<file path="src/rtl/sipo_frame_rx.sv">
// Serial-in/parallel-out frame receiver: WIDTH-bit frames shifted in on shift_en,
// handed to a valid/ready holding register with sticky overrun on dropped frames.
module sipo_frame_rx #(
  parameter int WIDTH     = 8,
  parameter bit MSB_FIRST = 1'b1,
  parameter int CW        = $clog2(WIDTH)
) (
  input  logic             clk,
  input  logic             rst,
  input  logic             si,
  input  logic             shift_en,
  input  logic             clear,
  output logic [WIDTH-1:0] rshift,
  output logic [CW-1:0]    bit_cnt,
  output logic             busy,
  output logic [WIDTH-1:0] po,
  output logic             po_valid,
  input  logic             po_ready,
  output logic             overrun
);

  logic [WIDTH-1:0] rshift_nxt;
  logic             last_bit;

  always_comb begin
    rshift_nxt = '0;
    if (MSB_FIRST) rshift_nxt = {rshift[WIDTH-2:0], si};
    else           rshift_nxt = {si, rshift[WIDTH-1:1]};
  end

  assign last_bit = (bit_cnt == CW'(WIDTH - 1));
  assign busy     = (bit_cnt != '0);

  always_ff @(posedge clk or negedge rst) begin
    if (!rst) begin
      rshift   <= '0;
      bit_cnt  <= '0;
      po       <= '0;
      po_valid <= 1'b0;
      overrun  <= 1'b0;
    end else begin
      // A consume drops valid unless a completion later in this block refills it.
      if (po_valid && po_ready) po_valid <= 1'b0;

      if (clear) begin
        rshift  <= '0;
        bit_cnt <= '0;
        overrun <= 1'b0;
      end else if (shift_en) begin
        rshift <= rshift_nxt;
        if (last_bit) begin
          bit_cnt <= '0;
          if (!po_valid || po_ready) begin
            po       <= rshift_nxt;
            po_valid <= 1'b1;
          end else begin
            overrun <= 1'b1;
          end
        end else begin
          bit_cnt <= bit_cnt + CW'(1);
        end
      end
    end
  end

endmodule
</file>
<file path="config.mk">
export PLATFORM = sky130hd
export DESIGN_NAME = sipo_frame_rx
export DESIGN_NICKNAME = d
export VERILOG_FILES = /design/src/rtl/sipo_frame_rx.sv
export SDC_FILE = /design/constraint.sdc
export NUM_CORES = 1
export LEC_CHECK = 0
export ABC_AREA = 0
export CAP_MARGIN = 10
export CORE_ASPECT_RATIO = 1.75
export CORE_MARGIN = 1
export CORE_UTILIZATION = 32
export CTS_CLUSTER_DIAMETER = 50
export DETAILED_ROUTE_END_ITERATION = 10
export MAX_ROUTING_LAYER = met4
export PLACE_DENSITY = 0.64
export RECOVER_POWER = 100
export SYNTH_ARGS = -nofsm -noshare
export SYNTH_HDL_FRONTEND = slang
export SYNTH_SLANG_ARGS = --single-unit
</file>
<file path="constraint.sdc">
create_clock -name clk -period 2.6 [get_ports clk]
set_input_delay 0.39 -clock clk [delete_from_list [all_inputs] [get_ports clk]]
set_output_delay 0.39 -clock clk [all_outputs]
set_load 0.01 [all_outputs]
</file>
Word level (Yosys, flattened, before mapping)
Index checks and enable logic that the tools add are counted.

Bitwise logic cells: 1. Multiplexer cells: 14. Reduce and logical (&&, ||, !) cells: 8. Equal/unequal tests: 2. Add/subtract/negate cells: 1.

Operators by type and width (count): $mux W8 (2); $mux W1 (9); $mux W3 (3); $reduce_and A4 Y1 (1); $reduce_bool A2 Y1 (2); $add A3 B1 Y3 const B (1); $eq A3 B3 Y1 const B (1); $reduce_and A3 Y1 (1); $reduce_bool A3 Y1 (1); $ne A2 B2 Y1 const B (1); $logic_and A1 B1 Y1 (1); $logic_not A1 Y1 (1); $logic_or A1 B1 Y1 (1); $not A1 Y1 (1).

Input port bits: 6. Output and inout bits: 22. Register bits after elaboration: 21. Word-level logic and storage cells: 31.

Depth between registers and ports, before layout
Gate-level depths: netlist of the first run.

Depth in word-level cells: 6. Gate-level depth with buffers: 5. Gate-level depth less buffers: 5.

Worst setup path before layout of the first run
OpenSTA, ideal clock, no wires.

Kind: flip-flop to flip-flop. From: register bit_cnt[0]. To: register po[0]. Slack: 1.027 ns. Stages on the path, launching flop included: 6. Buffers on the path: 0. Required time: 2.475 ns. Data arrival time: 1.448 ns. Cell sequence: dfrtp_1 -> ha_1 -> ha_1 -> nand2_2 -> nor3_4 -> mux2_2.

Longest elaborated chain between the ends: 2.

Ends and longest elaborated chain: start: declaration (line 14) `output logic [CW-1:0] bit_cnt,`; start signal: assignment (line 60) `bit_cnt <= bit_cnt + CW'(1);`; $eq A3 B3 Y1 (line 31) `assign last_bit = (bit_cnt == CW'(WIDTH - 1));`; $reduce_and A4 Y1 (no source line); end signal: assignment (line 54) `po <= rshift_nxt;`; end: declaration (line 16) `output logic [WIDTH-1:0] po,`.

No other way between the ends. A chain may end at the register's enable or synchronous reset.

Worst setup path after layout of the first run
From: register bit_cnt[0]. To: output busy.

Longest elaborated chain between the ends: 1.

Ends and longest elaborated chain: $reduce_bool A3 Y1 (line 32) `assign busy = (bit_cnt != '0);`; end: declaration (line 15) `output logic busy,`.

No other way between the ends.

==> metrics.cfg, run 1 <==
[status]
outcome = finished clean

[route]
antenna_left = 0
drtPass1Iterations = 2
drc_errors = 0
dr_total_vias = 605
drtIter0Drc = 1
viasPerCell = 4.92
wl_um = 1790
wire_per_inst_um = 14.6

[worst_hold_path]
hold_class = register to register

[logic_synthesis]
netlist_instances = 66
synth-seq-area-share_pct = 59.6
avgSynthCellArea_um2 = 13.4
synth.top_cell.area_share_pct = 59.6
synth-seq-cells = 21
synth_top_area_cell = dfrtp_1
syn_area_um2 = 882
ys.flop_type = dfrtp_1
async_reset_ff_share_pct = 100
syn_nets = 75
yosysWarningCount = 0
synth_edf_count = 0
ys_types = 16
synth.area.top_cells = dfrtp_1 (60%), mux2i_1 (11%), mux2_2 (10%)

[setup_path]
start_kind = register
critPathRequiredTime_ns = 2.21
r2r_slack_ns = 0.92
crit_path_end_kind = output port
crit_type = register to output port
critPathMaxFanout = 4
cp.arrival_ns = 1.58

[finish]
area_growth_syn_to_layout_pct = 39.1
layoutNonFillerInstCount = 123
multiInputGateArea_um2 = 330
mostFrequentLayoutCells = dlygate4sd3_1 (24), dfrtp_1 (21), nor2_1 (12)
fillerInstances = 246
final_common_cell = dlygate4sd3_1
n_antenna_cell = 0
regArea_um2 = 526
final_nets = 107
drive_gt1_share_pct = 15.5

[pwr]
irDropWorstVdd_v = 0.000262
p_per_area_nw_per_um2 = 496
leakage_nw = 0.656

[cts]
worstSkewPairLatency_ns = 0.26
cts_buffers = 3
root_buffer = clkbuf_8
post_cts_resized = 0
cts_max_level = 1
cts_tree = built
cts_setup_buffers = 0
ctsHoldBuffers = 0
clock_path_buffers = 2
numClockSinks = 21
clkTransAtPathRegs_ns = 0.08

[die]
core_um2 = 2550
fp.dieArea_um2 = 2980
num_rows = 24
die_x_um = 41.7
io_pins = 28
dieHeight_um = 71.5
start_util_pct = 34.6

[placed_design]
gp_congestion = 0.725
placed_cells = 119
portBuffers = 27

[sta]
setup_violations = 0
post-route-period-util_pct = 75.7
slew_headroom_pct = 23.0
tightest_slew_ns = 1.16
final-hold-violation-count = 0
max_freq_ghz = 0.508
finalClockSkew_ns = 0.00373
fin_crit_ns = 1.97
rsz0062_at_grt = no
drv_slew = 0
tns_ns = 0

[global_routing]
grt_pass1_vias = 633
grt_pass1_wl_um = 2950
grt_max_degree = 22
grt_overflow = 0
grtUsageTotal_pct = 13.9
antenna_found_initial = 0

[flow_run]
maxCapViolCount = 0

cell families after synthesis:
logic type | Yosys count | share of synthesized area (%)
compound gates | 2 | 1.56
xor+xnor | 1 | 0.993
fa+ha+maj | 3 | 4.26
buf+inv | 5 | 2.69
flops | 21 | 59.6
mux | 18 | 21.6
simple gates | 16 | 9.36
synth_stat cells, drive strengths merged (2+ instances only):
cell type,number
nor2,12
ha,3
inv,2
buf,2
dfrtp,21
mux2,8
mux2i,10
metal layers:
layer,up-vias,global-route usage (%),share of wire (%)
li1,281,-,-
met4,0,10.8,3.7
met1,298,14.3,42
met2,21,23.1,50
met3,5,2.02,4.2
met5,-,-,0
path summary, 6_finish.rpt:
| kind | cells past startpoint | start | end |
|---|---|---|---|
| max in group asynchronous | 2 | rst | po[3] |
| min in group asynchronous | 2 | rst | rshift[7] |
| min reg2reg | 1 | po[2] | po[2] |
| min | 1 | po[2] | po[2] |
| max | 4 | bit_cnt[0] | busy |
| max reg2reg | 5 | bit_cnt[0] | po[6] |
critical path, cell delays in order, from the launching register on:
cell and delay [ns]:
dfrtp_1 0.41, inv_1 0.06, ha_1 0.19, nand2b_1 0.06
dlygate4sd3_1 0.59
state kept, by name, indices dropped and copies added, names as in the netlist:
register,count
overrun,1
bit_cnt,3
po,8
po_valid,1
rshift,8
area by class of cell:
class / count / share of cell area, %
Clock inverter: 1 / 0.408
Clock buffer: 3 / 3.36
Multi-Input combinational cell: 40 / 26.9
Sequential cell: 21 / 42.8
Tap cell: 26 / 2.65
Inverter: 2 / 0.612
Timing Repair Buffer: 30 / 23.2
report_power, final:
part / internal (mW) / switching (mW) / total (mW)
Sequential: 0.332 / 0.00531 / 0.337
Combinational: 0.0282 / 0.0295 / 0.0577
Clock: 0.107 / 0.107 / 0.214
Total: 0.467 / 0.142 / 0.609
per-stage QoR:
step	utilization, %	total power [mW]	setup WS [ns]	cell area [µm²]	hold slack, ns
after floorplan	-	0.369	1.03	882	0.0944
after global placement	46.7	0.406	0.792	1190	0.477
after detailed placement	46.7	0.407	0.782	1190	0.501
after CTS	48.5	0.625	0.668	1240	0.465
after global routing	48.1	0.632	0.538	1230	0.537
final	48.1	0.609	0.632	1230	0.510
Note: power is estimated with default switching activity, not from simulation.
==> run 2: changes to the inputs <==
clock period = 1.9 ns   (was 2.6 ns; I/O delays follow)
==> metrics.cfg, run 2 (synthesis results as in run 1) <==
[setup_path]
crit_type = register to output port
critPathRequiredTime_ns = 1.62
r2r_slack_ns = 0.18
rr_worst_depth = 5
start_kind = register
critPathMaxFanout = 4
timing.rr.end = po[4]
crit_path_end_kind = output port
r2r_start = bit_cnt[0]
cp.arrival_ns = 1.49

[sta]
tns_ns = 0
slew_headroom_pct = 25.4
finalClockSkew_ns = 0.00610
rsz0062_at_grt = no
post-route-period-util_pct = 93.7
timing.final.ws_setup_ns = 0.120
max_freq_ghz = 0.562
final-hold-violation-count = 0
setup_violations = 0
drv_slew = 0
tightest_slew_ns = 1.12
fin_crit_ns = 1.78

[route]
dr_total_vias = 601
wire_per_inst_um = 13.7
antenna_left = 0
drtIter0Drc = 4
viasPerCell = 4.89
drtPass1Iterations = 2
drc_errors = 0
wl_um = 1690

[pwr]
leakage_nw = 0.652
irDropWorstVdd_v = 0.000369
p_per_area_nw_per_um2 = 673

[flow_run]
maxCapViolCount = 0

[global_routing]
grt_max_degree = 22
grtUsageTotal_pct = 13.3
grt_overflow = 0
grt_pass1_wl_um = 2930
grt_pass1_vias = 620
antenna_found_initial = 0

[cts]
cts_buffers = 3
numClockSinks = 21
cts_max_level = 1
clock_path_buffers = 2
worstSkewPairLatency_ns = 0.26
root_buffer = clkbuf_8
cts_tree = built
post_cts_resized = 0
cts_setup_buffers = 0
clkTransAtPathRegs_ns = 0.08
ctsHoldBuffers = 0

[finish]
design_area_um2 = 1230
fillerInstances = 249
area_growth_syn_to_layout_pct = 39.0
final_nets = 107
drive_gt1_share_pct = 14.4
mostFrequentLayoutCells = dlygate4sd3_1 (23), dfrtp_1 (21), nor2_1 (12)
reg_top3 = po: 8 flops, rshift: 8 flops, bit_cnt: 3 flops
n_antenna_cell = 0
final_common_cell = dlygate4sd3_1

[placed_design]
post-place-ws_ns = 0.181
dpl-instance-area_um2 = 1190
gp_congestion = 0.714
dp_hpwl_um = 1220
portBuffers = 27

[worst_hold_path]
min_to = overrun
hold_depth = 2
hold_class = register to register
hold_start = overrun

[status]
outcome = finished clean

[die]
core_um2 = 2550
fp.dieArea_um2 = 2980
start_util_pct = 34.6
die_x_um = 41.7
num_rows = 24
io_pins = 28
dieHeight_um = 71.5

-- run 2: cell types whose count changed in the layout (fill, tap and decap cells not counted) --
| cell | previous run | this run |
|---|---|---|
| clkbuf_1 | 2 | 3 |
| clkdlybuf4s50_1 | 3 | 4 |
| clkinv_2 | 1 | 0 |
| dlygate4sd3_1 | 24 | 23 |
-- run 2: critical path, cell delays in order (launching register included) --
cell and delay, ns:
dfrtp_1 0.41, inv_1 0.06, ha_1 0.18, nand2b_1 0.06
clkdlybuf4s50_1 0.53
-- run 2: per-stage QoR --
stage	util, %	total power, mW	instances	hold slack [ns]
6_report	48.0	0.825	123	0.493
5_1_grt	48.0	0.866	123	0.533
4_1_cts	48.4	0.843	123	0.390
3_5_place_dp	46.7	0.556	119	0.487
3_3_place_gp	46.7	0.556	119	0.482
2_1_floorplan	-	0.505	66	-0.0106
-- run 2: per-layer routing --
| metal | track usage [%] | vias up | routed length (µm) |
|---|---|---|---|
| li1 | - | 283 | - |
| met1 | 15.5 | 298 | 711 |
| met2 | 21.7 | 18 | 885 |
| met3 | 1.01 | 2 | 73 |
| met4 | 8.60 | 0 | 20 |
| met5 | - | - | 0 |
-- run 2: how the worst max path moves through the flow --
stage,from,endpoint,slack (ns)
2_1_floorplan,bit_cnt[0],po[0],0.33
3_3_place_gp,po_ready,po[2],0.20
3_5_place_dp,po_ready,po[4],0.18
4_1_cts,bit_cnt[0],busy,0.10
5_1_grt,bit_cnt[0],busy,0.03
6_report,bit_cnt[0],busy,0.12
-- run 2: area by class of cell --
class	count	area, µm²	share of cell area, %
Sequential cell	21	526	42.9
Inverter	2	7.51	0.612
Multi-Input combinational cell	40	330	26.9
Timing Repair Buffer	30	285	23.3
Tap cell	26	32.5	2.65
Clock buffer	4	45.0	3.67
-- run 2: power by group --
group	switching (mW)	internal, mW	total (mW)
Sequential	0.00747	0.454	0.461
Clock	0.136	0.149	0.285
Combinational	0.0396	0.0395	0.0791
Total	0.183	0.642	0.825
==> run 3: changes to the inputs <==
clock period = 1.75 ns   (was 1.9 ns; I/O delays follow)
==> metrics.cfg, run 3 (synthesis results as in run 1) <==
[global_routing]
antenna_found_initial = 0
grt_pass1_vias = 620
grt_pass1_wl_um = 2930
grt_max_degree = 22
grtUsageTotal_pct = 13.3
grt_overflow = 0

[sta]
finalClockSkew_ns = 0.00715
post-route-period-util_pct = 95.0
fin_crit_ns = 1.66
timing.final.ws_setup_ns = 0.0871
slew_headroom_pct = 25.3
setup_violations = 0
max_freq_ghz = 0.601
tns_ns = 0
tightest_slew_ns = 1.12
drv_slew = 0
final-hold-violation-count = 0
whs_ns = 0.493

[cts]
cts_tree = built
ctsHoldBuffers = 0
cts_buffers = 3
numClockSinks = 21
clock_path_buffers = 2
cts_max_level = 1
worstSkewPairLatency_ns = 0.26
root_buffer = clkbuf_8
clkTransAtPathRegs_ns = 0.08

[route]
dr_total_vias = 615
antenna_left = 0
drtPass1Iterations = 2
drtIter0Drc = 5
wire_per_inst_um = 13.6
wl_um = 1720
viasPerCell = 4.88
drc_errors = 0

[setup_path]
path_common_cell = ha_1
path_cells = ha_1 -> ha_1 -> nand2_2 -> nor3_4 -> buf_12 -> mux2_2
r2r_slack_ns = 0.09
slowest_stage = dfrtp_1
crit_path_end_kind = register
start_kind = register
max_stage_delay_ns = 0.39
crit_type = register to register
critPathMaxFanout = 8
cp.arrival_ns = 1.80
critPathRequiredTime_ns = 1.89

[placed_design]
placed_cells = 119
portBuffers = 27
post-place-ws_ns = 0.0357
dp_hpwl_um = 1220
gp_congestion = 0.714

[finish]
final_common_cell = dlygate4sd3_1
mostFrequentLayoutCells = dlygate4sd3_1 (23), dfrtp_1 (21), nor2_1 (12)
area_growth_syn_to_layout_pct = 43.3
drive_gt1_share_pct = 19.0
fillerInstances = 249
final_nets = 110
layoutNonFillerInstCount = 126
n_antenna_cell = 0
reg_top3 = po: 8 flops, rshift: 8 flops, bit_cnt: 3 flops

[pwr]
irDropWorstVdd_v = 0.000401
seqPwrFrac_pct = 55.5
cell_internal_pwr_mw = 0.700
p_sw_mw = 0.201
power.share.clock_pct = 34.5
pwr-share-comb_pct = 10.0
finalPower_mw = 0.901
swShare_pct = 22.4
p_per_area_nw_per_um2 = 713
leakage_nw = 0.677

[die]
fp.dieArea_um2 = 2980
num_rows = 24
start_util_pct = 34.6
dieHeight_um = 71.5
die_x_um = 41.7
core_um2 = 2550
io_pins = 28

[worst_hold_path]
hold_class = register to register

[status]
outcome = finished clean

[flow_run]
maxCapViolCount = 0

[run 3: repair_timing]
| item | CTS | global route |
|---|---|---|
| buffers inserted | 1 | 2 |
| pin swaps | 0 | 1 |
| resized for setup | 1 | 0 |
| cloned | 0 | 0 |
| endpoints found under the hold margin | 0 | 0 |
| setup endpoints to repair | 1 | 8 |
[run 3: stage by stage]
step | utilization (%) | area (µm²)
after floorplan | - | 882
after global placement | 46.7 | 1190
after detailed placement | 46.7 | 1190
after CTS | 48.7 | 1240
after global routing | 49.5 | 1260
final | 49.5 | 1260
[run 3: path summary, 6_finish.rpt]
check / startpoint / to / depth (start not counted)
min reg2reg: overrun / overrun / 2
max: bit_cnt[1] / po[4] / 6
min in group asynchronous: rst / po[2] / 2
min: overrun / overrun / 2
max in group asynchronous: rst / po_valid / 2
max reg2reg: bit_cnt[1] / po[4] / 6
[run 3: critical path: cells and delay by family, from the launching register on]
family | cells | cell delay [ns]
multiplexers | 1 | 0.33
flip-flops | 1 | 0.39
AND/OR/NAND/NOR | 2 | 0.31
buffers and inverters | 1 | 0.15
adder cells (fa/ha/maj) | 2 | 0.37
[run 3: area by class of cell]
class | count | area, µm² | share of cell area, %
clock buffer | 4 | 45.0 | 3.56
inverter | 2 | 7.51 | 0.594
multi-input combinational | 40 | 333 | 26.3
sequential | 21 | 526 | 41.6
tap | 26 | 32.5 | 2.57
timing repair buffer | 33 | 320 | 25.3
[run 3: power groups by stage]
stage / Combinational [mW] / Clock, mW / Sequential [mW]
2_1_floorplan: 0.0352 / 0 / 0.513
3_3_place_gp: 0.0929 / 0 / 0.510
3_5_place_dp: 0.0935 / 0 / 0.510
4_1_cts: 0.0951 / 0.320 / 0.500
5_1_grt: 0.101 / 0.341 / 0.502
6_report: 0.0903 / 0.311 / 0.500
[run 3: layer usage]
layer,global-route usage [%],up-vias,part of all wire [%]
met4,8.60,0,1.2
met2,21.7,18,53
met1,15.5,305,41
met3,1.01,2,4.1
li1,-,290,-
met5,-,-,0
